### config.mk
export PLATFORM = sky130hd
export DESIGN_NAME = instr_fetch
export DESIGN_NICKNAME = d
export VERILOG_FILES = /design/src/rtl/instr_fetch_pkg.sv /design/src/rtl/instr_fetch.sv
export SDC_FILE = /design/constraint.sdc
export NUM_CORES = 1
export LEC_CHECK = 0
export BUFFER_PORTS_ARGS = -buffer_cell sky130_fd_sc_hd__buf_4
export CAP_MARGIN = 40
export CORE_AREA = 4 4 102 104
export DETAILED_ROUTE_END_ITERATION = 10
export DIE_AREA = 0 0 106 108
export GPL_ROUTABILITY_DRIVEN = 0
export PLACE_DENSITY = 0.82
export REMOVE_ABC_BUFFERS = 1
export SYNTH_ARGS = -nofsm -noshare
export SYNTH_HDL_FRONTEND = slang
export SYNTH_SLANG_ARGS = --single-unit
### constraint.sdc
create_clock -name clk -period 3.91 [get_ports clk]
set_input_delay 0.391 -clock clk [delete_from_list [all_inputs] [get_ports clk]]
set_output_delay 0.391 -clock clk [all_outputs]
set_load 0.005 [all_outputs]
### src/rtl/instr_fetch_pkg.sv
// Shared CPU definitions: datapath width, fetch FSM encoding, fault cause codes.
// Latency: n/a (types and constants only).
// Backpressure: n/a.
package instr_fetch_pkg;

    localparam int CPU_DATA_WIDTH = 32;

    typedef enum logic [2:0] {
        FETCH    = 3'd0,
        WAIT_RSP = 3'd1,
        HOLD     = 3'd2,
        EXEC     = 3'd3,
        HALT     = 3'd4
    } fetch_state_t;

    localparam logic [1:0] FC_NONE     = 2'b00;
    localparam logic [1:0] FC_MISALIGN = 2'b01;
    localparam logic [1:0] FC_BUS_ERR  = 2'b10;

    function automatic logic is_word_aligned(input logic [1:0] lsb);
        return lsb == 2'b00;
    endfunction

endpackage

### src/rtl/instr_fetch.sv
// Instruction fetch: one outstanding imem request, holds the word for decode, sticky halt on fault.
// Latency: request accepted in cycle N, response in N+1, instr_valid in N+2 at the earliest.
// Backpressure: req_valid/addr held until imem_req_ready; instr held until instr_ready.
module instr_fetch
    import instr_fetch_pkg::*;
#(
    parameter int                    DATA_WIDTH   = CPU_DATA_WIDTH,
    parameter logic [DATA_WIDTH-1:0] RESET_VECTOR = '0
) (
    input  logic                  clk,
    input  logic                  rst_n,
    output logic                  imem_req_valid,
    input  logic                  imem_req_ready,
    output logic [DATA_WIDTH-1:0] imem_addr,
    input  logic                  imem_rsp_valid,
    input  logic [DATA_WIDTH-1:0] imem_rsp_data,
    input  logic                  imem_rsp_err,
    output logic                  instr_valid,
    input  logic                  instr_ready,
    output logic [DATA_WIDTH-1:0] instr,
    output logic [DATA_WIDTH-1:0] current_pc,
    input  logic [DATA_WIDTH-1:0] next_pc,
    input  logic                  pc_load,
    output logic                  halted,
    output logic [1:0]            fault_cause,
    output logic [31:0]           retire_count
);

    fetch_state_t state;

    // imem_req_valid is its own register so it stays low through reset and
    // rises on the first clock after release, without a path from rst_n.
    always_ff @(posedge clk or negedge rst_n) begin
        if (!rst_n) begin
            state          <= FETCH;
            current_pc     <= RESET_VECTOR;
            instr          <= '0;
            fault_cause    <= FC_NONE;
            retire_count   <= 32'd0;
            imem_req_valid <= 1'b0;
        end else begin
            case (state)
                FETCH: begin
                    if (imem_req_valid && imem_req_ready) begin
                        imem_req_valid <= 1'b0;
                        state          <= WAIT_RSP;
                    end else begin
                        imem_req_valid <= 1'b1;
                    end
                end
                WAIT_RSP: begin
                    if (imem_rsp_valid) begin
                        if (imem_rsp_err) begin
                            fault_cause <= FC_BUS_ERR;
                            state       <= HALT;
                        end else begin
                            instr <= imem_rsp_data;
                            state <= HOLD;
                        end
                    end
                end
                HOLD: begin
                    if (instr_ready) begin
                        retire_count <= retire_count + 32'd1;
                        state        <= EXEC;
                    end
                end
                EXEC: begin
                    if (pc_load) begin
                        if (is_word_aligned(next_pc[1:0])) begin
                            current_pc     <= next_pc;
                            imem_req_valid <= 1'b1;
                            state          <= FETCH;
                        end else begin
                            fault_cause <= FC_MISALIGN;
                            state       <= HALT;
                        end
                    end
                end
                HALT: begin
                    imem_req_valid <= 1'b0;
                end
                default: begin
                    imem_req_valid <= 1'b0;
                    state          <= HALT;
                end
            endcase
        end
    end

    assign imem_addr   = current_pc;
    assign instr_valid = (state == HOLD);
    assign halted      = (state == HALT);

endmodule

==> flow_metrics.env, run 1 <==
export IMPL_status="complete, no violations"
export IMPL_maxSlewHeadroom=0.4937
export IMPL_post_route_drc_count=0
export IMPL_dr_pass1_iters=4
export IMPL_diodes=0
export IMPL_grt_max_degree=52
export IMPL_portBuffers=203
export IMPL_drt_wirelength_per_cell_um=16.52
export IMPL_place_inst=630
export IMPL_path_clk_slew_ns=0.10
export IMPL_tightest_slew_ns=0.7551
export IMPL_area_growth_pct=35.55
export IMPL_power_leakage_nw=3.421
export IMPL_p_per_area_nw_per_um2=301.4
export IMPL_syn_cell_area_sq_um=4657
export IMPL_rsz0062_at_grt="no"
export IMPL_drtAntennaViolNets=0
export IMPL_grt_pass1_wl_um=16700
export IMPL_dp_slack_ns=1.707
export IMPL_drt_wl_total_um=10690
export IMPL_cts_tree="yes"
export IMPL_die_area_sq_um=11450
export IMPL_die_h_um=108
export IMPL_drtIter0Drc=92
export IMPL_cts_buffers=9
export IMPL_worst_slack_ns=1.697
export IMPL_criticalPathCategory="register to register"
export IMPL_cts_max_path_buffers=2
export IMPL_p_clk_frac=0.375
export IMPL_start_util=0.4877
export IMPL_num_vias=3185
export IMPL_rrSetupSlack_ns=1.70
export IMPL_via_per_inst=4.923
export IMPL_antenna_found_initial=0
export IMPL_track_usage=0.1841
export IMPL_layoutNonFillerInstCount=647
export IMPL_nets=581
export IMPL_p_sw_mw=0.4012
export IMPL_cts_resized=0
export IMPL_skew_ns=0.01110
export IMPL_clock_sinks=102
export IMPL_fin_crit_sh=0.5660
export IMPL_crit_required_ns=4.16
export IMPL_drv_cap=0
export IMPL_worstHoldPathType="input port to register"
export IMPL_die_w_um=106
export IMPL_coreArea_sq_um=9549
export IMPL_io_pins=204
export IMPL_worst_endpoint_arrival_ns=2.46
export IMPL_grt_ovfl_total=0
export IMPL_p_seq_frac=0.564
export IMPL_cts_htree_levels=3
export IMPL_p_int_mw=1.501
export IMPL_clk_latency_ns=0.36
export IMPL_drive_gt1_frac=0.5778
export IMPL_post_route_min_period_ns=2.213
export IMPL_avgSynthCellArea_sq_um=14.07
export IMPL_grt_pass1_vias=3246
export IMPL_synth_cell_types=39
export IMPL_syn_inst=331
export IMPL_sw_frac_of_total=0.2109
export IMPL_endpoint_kind="register"
export IMPL_ys_seq_area_frac=0.5481
export IMPL_path_max_fanout=12
export IMPL_root_buffer="clkbuf_8"
export IMPL_hold_viol=0
export IMPL_max_freq_mhz=451.8
export IMPL_rows=36
export IMPL_share_comb_of_total_power=0.061
export IMPL_vdd_drop_max_mv=0.1509
export IMPL_dp_hpwl_um=8392
export IMPL_setup_viol=0
export IMPL_ys_warn_count=0
export IMPL_fin_tns_setup_ns=0
export IMPL_worstSetupStartpointType="register"
export IMPL_final_util=0.6610
export IMPL_drv_slew=0
export IMPL_ys_ff_latch=102
[final timing paths]
| path | start | end | cells after the start |
|---|---|---|---|
| max | state[1]$_DFFE_PN0P_ | retire_count[31]$_DFFE_PN0P_ | 4 |
| min | next_pc[8] | current_pc[8]$_DFFE_PN0P_ | 2 |
| max reg2reg | state[1]$_DFFE_PN0P_ | retire_count[31]$_DFFE_PN0P_ | 4 |
| min reg2reg | retire_count[31]$_DFFE_PN0P_ | retire_count[31]$_DFFE_PN0P_ | 1 |
| max in group asynchronous | rst_n | retire_count[8]$_DFFE_PN0P_ | 4 |
| min in group asynchronous | rst_n | instr[20]$_DFFE_PN0P_ | 2 |
[cell type report]
type                            instances  area, sq um
Clock buffer                           11        131.4
Inverter                                3        11.26
Clock inverter                          5        83.83
Sequential cell                       102         2552
Timing Repair Buffer                  208         1597
Fill cell                             711         3237
Multi-Input combinational cell        185         1770
Tap cell                              133        166.4
[placed cells by master (no fill, tap or decap), drive strengths merged, types with 2 or more instances in the layout]
master and count:
and4 2, inv 3, nand4b 2, nor2 6, nor3 6, nand2 20, clkbuf 11, nor4 5
nand2b 2, mux2 63, nand4 14, a21oi 2, dfrtp 102, buf 207, bufinv 2, xnor2 27
nand3 13, and2 3, and3 6, clkinvlp 2, xor2 4
[flip-flops by register name, summed over array words and instances, names as in the netlist]
register and count:
current_pc 32, fault_cause 2, imem_req_valid 1, instr 32, retire_count 32, state 3
[through the flow]
stage               hold WS, ns  power [mW]  instance area (sq um)
floorplan               0.09541       1.108                   4334
global placement         0.4706       1.204                   6040
global route             0.2260       1.980                   6312
finish                   0.2521       1.903                   6312
detailed placement       0.3443       1.213                   6087
CTS                      0.2296       1.929                   6312
[power groups by stage]
stage | logic [mW] | registers (mW) | clock network [mW]
finish | 0.117 | 1.07 | 0.713
floorplan | 0.0130 | 1.09 | 0
CTS | 0.120 | 1.07 | 0.736
detailed placement | 0.119 | 1.09 | 0
global placement | 0.111 | 1.09 | 0
global route | 0.129 | 1.07 | 0.777
[cells by family (layout without fill, tap and decap cells)]
group / Yosys count / count (layout) / share of synthesized area
flip-flops: 102 / 102 / 0.5481
AO/OA/AOI/OAI: 6 / 6 / 0.008600
multiplexers: 64 / 64 / 0.1771
AND/OR/NAND/NOR: 83 / 83 / 0.1335
buffers and inverters: 44 / 227 / 0.07174
adder cells (fa/ha/maj): 1 / 1 / 0.002686
XOR/XNOR: 31 / 31 / 0.05830
[per-layer routing]
| metal | up-vias | share of wire | GRT usage |
|---|---|---|---|
| met3 | 16 | 0.061 | 0.04299 |
| met4 | 0 | 0.016 | 0.06475 |
| met1 | 1568 | 0.41 | 0.2297 |
| met5 | - | 0 | 0 |
| met2 | 132 | 0.51 | 0.3160 |
| li1 | 1469 | - | - |
[synth_stat cells]
master,number,area share
dfrtp_1,102,0.55
buf_4,37,0.060
mux2_2,30,0.073
mux2_4,28,0.090
xnor2_1,27,0.051
nand2_1,19,0.015
nand3_1,12,0.013
nand4_1,11,0.015
and3_1,6,0.0081
mux2_1,5,0.012
nor4_4,5,0.023
buf_6,4,0.0097
nor2_1,4,0.0032
xor2_1,4,0.0075
and2_1,3,0.0040
nor3_1,3,0.0032
nor3_4,3,0.010
a21oi_1,2,0.0021
inv_1,2,0.0016
nand2b_1,2,0.0027
nand4_4,2,0.0091
nand4b_1,2,0.0038
nor2_4,2,0.0048
a211oi_1,1,0.0016
a21o_1,1,0.0016
a31o_2,1,0.0019
and4_1,1,0.0019
and4_2,1,0.0021
ha_1,1,0.0027
inv_2,1,0.00081
mux2i_1,1,0.0021
nand2_4,1,0.0024
nand3_2,1,0.0021
nand3b_1,1,0.0016
nand4_2,1,0.0027
nand4bb_1,1,0.0024
nor2b_1,1,0.0013
nor3b_1,1,0.0016
o22ai_1,1,0.0013
[critical path, stage by stage (launching register included)]
cell,delay (ns)
dfrtp_1,0.57
nand4bb_1,0.67
nor4_4,0.53
nand4_1,0.18
xnor2_1,0.15
[repair_timing]
action,4_1_cts,5_1_grt
hold buffers,1,0
endpoints found under the hold margin,27,0
setup buffers,0,0
(Power assumes the default switching activity.)
==> run 2, diff against run 1 <==
--- a/config.mk
+++ b/config.mk
@@ -7,11 +7,11 @@
 export LEC_CHECK = 0
 export BUFFER_PORTS_ARGS = -buffer_cell sky130_fd_sc_hd__buf_4
 export CAP_MARGIN = 40
-export CORE_AREA = 4 4 102 104
+export CORE_AREA = 4 4 104 106
 export DETAILED_ROUTE_END_ITERATION = 10
-export DIE_AREA = 0 0 106 108
+export DIE_AREA = 0 0 108 110
 export GPL_ROUTABILITY_DRIVEN = 0
-export PLACE_DENSITY = 0.82
+export PLACE_DENSITY = 0.79
 export REMOVE_ABC_BUFFERS = 1
 export SYNTH_ARGS = -nofsm -noshare
 export SYNTH_HDL_FRONTEND = slang
==> constraint.sdc (replaced) <==
create_clock -name clk -period 2.1 [get_ports clk]
set_input_delay 0.21 -clock clk [delete_from_list [all_inputs] [get_ports clk]]
set_output_delay 0.21 -clock clk [all_outputs]
set_load 0.005 [all_outputs]
==> flow_metrics.env, run 2 (synthesis results as in run 1) <==
export IMPL_final_area_sq_um=6301
export IMPL_io_pins=204
export IMPL_drt_wl_total_um=10550
export IMPL_start_util=0.4764
export IMPL_mostFrequentLayoutCells="buf_4 (206), dfrtp_1 (102), mux2_2 (30)"
export IMPL_coreArea_sq_um=9774
export IMPL_post_route_drc_count=0
export IMPL_grt_pass1_wl_um=16150
export IMPL_hp_start="imem_rsp_data[20]"
export IMPL_worstSetupStartpointType="register"
export IMPL_worstHoldPathType="input port to register"
export IMPL_num_vias=3201
export IMPL_clk_latency_ns=0.35
export IMPL_worst_endpoint_arrival_ns=1.99
export IMPL_skew_ns=0.01475
export IMPL_rrSetupSlack_ns=0.36
export IMPL_grt_max_degree=56
export IMPL_maxSlewHeadroom=0.6402
export IMPL_cts_buffers=9
export IMPL_top_regs="current_pc (32), instr (32), retire_count (32)"
export IMPL_endpoint_kind="register"
export IMPL_portBuffers=203
export IMPL_hold_viol=0
export IMPL_cts_htree_levels=3
export IMPL_grt_pass1_vias=3256
export IMPL_crit_required_ns=2.34
export IMPL_cts_max_path_buffers=2
export IMPL_reg2regPathDepth=5
export IMPL_fin_tns_setup_ns=0
export IMPL_timing_rr_end="current_pc[5]$_DFFE_PN0P_"
export IMPL_path_clk_slew_ns=0.10
export IMPL_layout_commonest_cell="buf_4"
export IMPL_vdd_drop_max_mv=0.2950
export IMPL_postCtsSetupBuffers=0
export IMPL_drv_slew=0
export IMPL_post_dp_cell_area_sq_um=6087
export IMPL_min_to="instr[20]$_DFFE_PN0P_"
export IMPL_area_growth_pct=35.30
export IMPL_clock_sinks=102
export IMPL_setup_viol=0
export IMPL_die_h_um=110
export IMPL_cts_resized=0
export IMPL_die_area_sq_um=11880
export IMPL_nets=582
export IMPL_via_per_inst=4.940
export IMPL_root_buffer="clkbuf_8"
export IMPL_cts_tree="yes"
export IMPL_p_per_area_nw_per_um2=549.8
export IMPL_fin_crit_sh=0.8303
export IMPL_hold_depth=2
export IMPL_die_w_um=108
export IMPL_rsz0062_at_grt="no"
export IMPL_drtIter0Drc=112
export IMPL_path_max_fanout=32
export IMPL_tightest_slew_ns=0.5397
export IMPL_criticalPathCategory="register to register"
export IMPL_power_leakage_nw=3.415
export IMPL_dp_hpwl_um=8213
export IMPL_dr_pass1_iters=4
export IMPL_status="complete, no violations"
export IMPL_max_freq_mhz=573.5
export IMPL_drt_wirelength_per_cell_um=16.29
export IMPL_track_usage=0.1719
export IMPL_drive_gt1_frac=0.5825
export IMPL_diodes=0
export IMPL_rows=36
export IMPL_timing_rr_start="state[1]$_DFFE_PN0P_"
export IMPL_post_route_min_period_ns=1.744
export IMPL_drv_cap=0
export IMPL_dp_slack_ns=0.3627
export IMPL_drtAntennaViolNets=0
export IMPL_grt_ovfl_total=0
export IMPL_worst_slack_ns=0.3564
export IMPL_antenna_found_initial=0
## run 2: changes by cell type in the layout (fill, tap and decap cells not counted)
| cell | change |
|---|---|
| buf_4 | +1 |
| buf_12 | +1 |
| bufinv_16 | -1 |
| buf_16 | -1 |
| clkinv_4 | +1 |
| inv_6 | +2 |
| clkbuf_1 | -2 |
## run 2: layout make-up
type                            instances  area, sq um
Fill cell                             751         3473
Timing Repair Buffer                  209         1597
Multi-Input combinational cell        185         1770
Sequential cell                       102         2552
Tap cell                              133        166.4
Inverter                                3        11.26
Clock buffer                            9        123.9
Clock inverter                          7        80.08
## run 2: worst max-delay path: stages (launching register included)
cell,delay (ns)
dfrtp_1,0.52
nand2_4,0.14
nor3_4,0.04
nand3_2,0.06
buf_4,0.45
mux2_2,0.39
## run 2: layer usage
metal / global-route usage / vias up / part of all wire
li1: - / 1475 / -
met1: 0.2288 / 1573 / 0.40
met2: 0.2753 / 139 / 0.49
met3: 0.04659 / 14 / 0.086
met4: 0.05591 / 0 / 0.018
met5: 0 / - / 0
## run 2: how the worst max path moves through the flow
| stage | from | end | cells after the start |
|---|---|---|---|
| after global placement | state[1]$_DFFE_PN0P_ | current_pc[6]$_DFFE_PN0P_ | 5 |
| after global routing | state[1]$_DFFE_PN0P_ | current_pc[5]$_DFFE_PN0P_ | 5 |
| final | state[1]$_DFFE_PN0P_ | current_pc[5]$_DFFE_PN0P_ | 5 |
| after detailed placement | state[1]$_DFFE_PN0P_ | current_pc[5]$_DFFE_PN0P_ | 5 |
| after CTS | state[1]$_DFFE_PN0P_ | current_pc[5]$_DFFE_PN0P_ | 5 |
| after floorplan | state[1]$_DFFE_PN0P_ | instr[0]$_DFFE_PN0P_ | 3 |
## run 2: report_power, final
group	leakage, nW	internal (mW)	total [mW]	switching (mW)
sequential	1.39	1.99	2.00	0.0114
combinational	1.93	0.134	0.215	0.0814
clock	0.0964	0.564	1.25	0.688
## run 2: through the flow
stage	hold slack, ns	utilization	cells	total power, mW
floorplan	-0.08559	-	290	2.063
global placement	0.08171	0.6228	631	2.249
detailed placement	0.08664	0.6228	631	2.255
CTS	0.05676	0.6446	648	3.519
global route	0.05524	0.6446	648	3.601
finish	0.07439	0.6446	648	3.464
## run 2: what timing repair did
item                       4_1_cts  5_1_grt
setup endpoints to repair        0        0
hold buffers                     1        0
hold endpoints to repair        14        0
==> run 3, diff against run 2 <==
--- a/config.mk
+++ b/config.mk
@@ -7,11 +7,11 @@
 export LEC_CHECK = 0
 export BUFFER_PORTS_ARGS = -buffer_cell sky130_fd_sc_hd__buf_4
 export CAP_MARGIN = 40
-export CORE_AREA = 4 4 104 106
+export CORE_AREA = 4 4 110 112
 export DETAILED_ROUTE_END_ITERATION = 10
-export DIE_AREA = 0 0 108 110
+export DIE_AREA = 0 0 114 116
 export GPL_ROUTABILITY_DRIVEN = 0
-export PLACE_DENSITY = 0.79
+export PLACE_DENSITY = 0.75
 export REMOVE_ABC_BUFFERS = 1
 export SYNTH_ARGS = -nofsm -noshare
 export SYNTH_HDL_FRONTEND = slang
==> constraint.sdc (replaced) <==
create_clock -name clk -period 1.5 [get_ports clk]
set_input_delay 0.15 -clock clk [delete_from_list [all_inputs] [get_ports clk]]
set_output_delay 0.15 -clock clk [all_outputs]
set_load 0.005 [all_outputs]
==> flow_metrics.env, run 3 (synthesis results as in run 1) <==
export IMPL_diodes=0
export IMPL_fin_crit_sh=1.032
export IMPL_clock_sinks=102
export IMPL_skew_ns=0.009651
export IMPL_portBuffers=203
export IMPL_dp_hpwl_um=8494
export IMPL_post_route_drc_count=0
export IMPL_worstHoldPathType="input port to register"
export IMPL_root_buffer="clkbuf_16"
export IMPL_timing_hold_ws_ns=0.03255
export IMPL_cts_buffers=9
export IMPL_rows=39
export IMPL_layoutNonFillerInstCount=701
export IMPL_post_dp_cell_area_sq_um=6365
export IMPL_grt_pass1_wl_um=17330
export IMPL_antenna_found_initial=0
export IMPL_cts_htree_levels=3
export IMPL_worst_endpoint_arrival_ns=1.78
export IMPL_final_area_sq_um=6985
export IMPL_grt_max_degree=103
export IMPL_io_pins=204
export IMPL_drv_cap=0
export IMPL_post_route_min_period_ns=1.548
export IMPL_dr_pass1_iters=4
export IMPL_grt_pass1_vias=3447
export IMPL_worst_slack_ns=-0.04832
export IMPL_num_vias=3374
export IMPL_die_h_um=116
export IMPL_maxSlewHeadroom=0.6441
export IMPL_setup_viol=34
export IMPL_area_growth_pct=50.00
export IMPL_crit_path_top_delay_cell="dfrtp_1"
export IMPL_status="finished, violations left"
export IMPL_path_clk_slew_ns=0.07
export IMPL_max_freq_mhz=645.9
export IMPL_hold_viol=0
export IMPL_dp_slack_ns=-0.08738
export IMPL_p_per_area_nw_per_um2=757.9
export IMPL_coreArea_sq_um=11220
export IMPL_crit_family="buffers and inverters"
export IMPL_tightest_slew_ns=0.5338
export IMPL_top_regs="current_pc (32), instr (32), retire_count (32)"
export IMPL_grt_ovfl_total=0
export IMPL_cts_max_path_buffers=2
export IMPL_power_leakage_nw=3.787
export IMPL_drv_slew=0
export IMPL_layout_commonest_cell="buf_4"
export IMPL_path_max_fanout=8
export IMPL_nets=625
export IMPL_vdd_drop_max_mv=0.6420
export IMPL_criticalPathCategory="register to register"
export IMPL_mostFrequentLayoutCells="buf_4 (237), dfrtp_1 (100), mux2_4 (57)"
export IMPL_crit_chain="inv_2 > nand2_4 > nor3_4 > buf_6 > clkbuf_16 > mux2_2"
export IMPL_via_per_inst=4.813
export IMPL_power_mw=5.294
export IMPL_crit_required_ns=1.73
export IMPL_rsz0062_at_grt="yes"
export IMPL_cpPeakStageDelay_ns=0.41
export IMPL_worstSetupStartpointType="register"
export IMPL_cts_tree="yes"
export IMPL_final_util=0.6224
export IMPL_die_area_sq_um=13220
export IMPL_fin_tns_setup_ns=-0.5421
export IMPL_drt_wirelength_per_cell_um=17.23
export IMPL_drt_wl_total_um=12080
export IMPL_endpoint_kind="register"
export IMPL_drtIter0Drc=94
export IMPL_failed_checks="setup timing"
export IMPL_die_w_um=114
export IMPL_drive_gt1_frac=0.6398
export IMPL_clk_latency_ns=0.34
export IMPL_critical_path_buf_inv_count=3
export IMPL_track_usage=0.1652
export IMPL_drtAntennaViolNets=0
export IMPL_place_inst=673
export IMPL_start_util=0.4149
-- run 3: cell types whose count changed in the layout (fill, tap and decap cells not counted), moves of 3 or more --
cell | before | now
buf_4 | 206 | 237
mux2_4 | 28 | 57
mux2_2 | 30 | 6
clkbuf_16 | 0 | 12
clkbuf_8 | 9 | 0
buf_6 | 0 | 5
mux2_1 | 5 | 0
buf_12 | 2 | 5
clkinv_2 | 0 | 3
-- run 3: path summary, 6_finish.rpt --
check	slack (ns)	to	cells after the start	start
hold / removal	0.03	current_pc[7]$_DFFE_PN0P_	2	next_pc[7]
min in group asynchronous	0.41	imem_req_valid$_DFFE_PN0P_	3	rst_n
max in group asynchronous	0.67	retire_count[25]$_DFFE_PN0P_	3	rst_n
setup reg to reg	-0.05	instr[7]$_DFFE_PN0P_	6	state[2]$_DFFE_PN0P_
setup / recovery	-0.05	instr[7]$_DFFE_PN0P_	6	state[2]$_DFFE_PN0P_
hold reg to reg	0.50	retire_count[31]$_DFFE_PN0P_	1	retire_count[31]$_DFFE_PN0P_
-- run 3: worst reg2reg max path: stages (launching register included) --
cell and delay, ns:
dfrtp_1 0.41, inv_2 0.10, nand2_4 0.07, nor3_4 0.17, buf_6 0.18, clkbuf_16 0.18
mux2_2 0.33
-- run 3: cell type report --
cell class,instances,area (sq um)
fill,892,4238
sequential,102,2555
timing repair buffer,251,2021
multi-input combinational,186,1946
clock buffer,9,225.2
tap,143,178.9
clock inverter,7,48.80
inverter,3,11.26
-- run 3: metal layers --
| metal | wire, um | track usage | vias to the layer above |
|---|---|---|---|
| met5 | 0 | 0 | - |
| met4 | 111 | 0.04355 | 0 |
| met3 | 906 | 0.05117 | 10 |
| met2 | 6044 | 0.2752 | 122 |
| met1 | 5016 | 0.2103 | 1681 |
| li1 | - | - | 1561 |
-- run 3: what timing repair did --
action                                  in CTS  in global routing
hold endpoints to repair                   102                  0
buffers inserted                             4                  5
hold buffers                                 1                  0
pin swaps                                    4                  7
endpoints found under the setup margin      62                 55
gates cloned                                 1                  4
gates resized for setup                      5                 50
-- run 3: where the power goes --
part / switching [mW] / internal [mW] / leakage (nW) / total (mW)
sequential: 0.0208 / 2.78 / 1.39 / 2.80
clock: 1.03 / 1.13 / 0.136 / 2.16
combinational: 0.122 / 0.206 / 2.26 / 0.328
total: 1.17 / 4.12 / 3.79 / 5.29
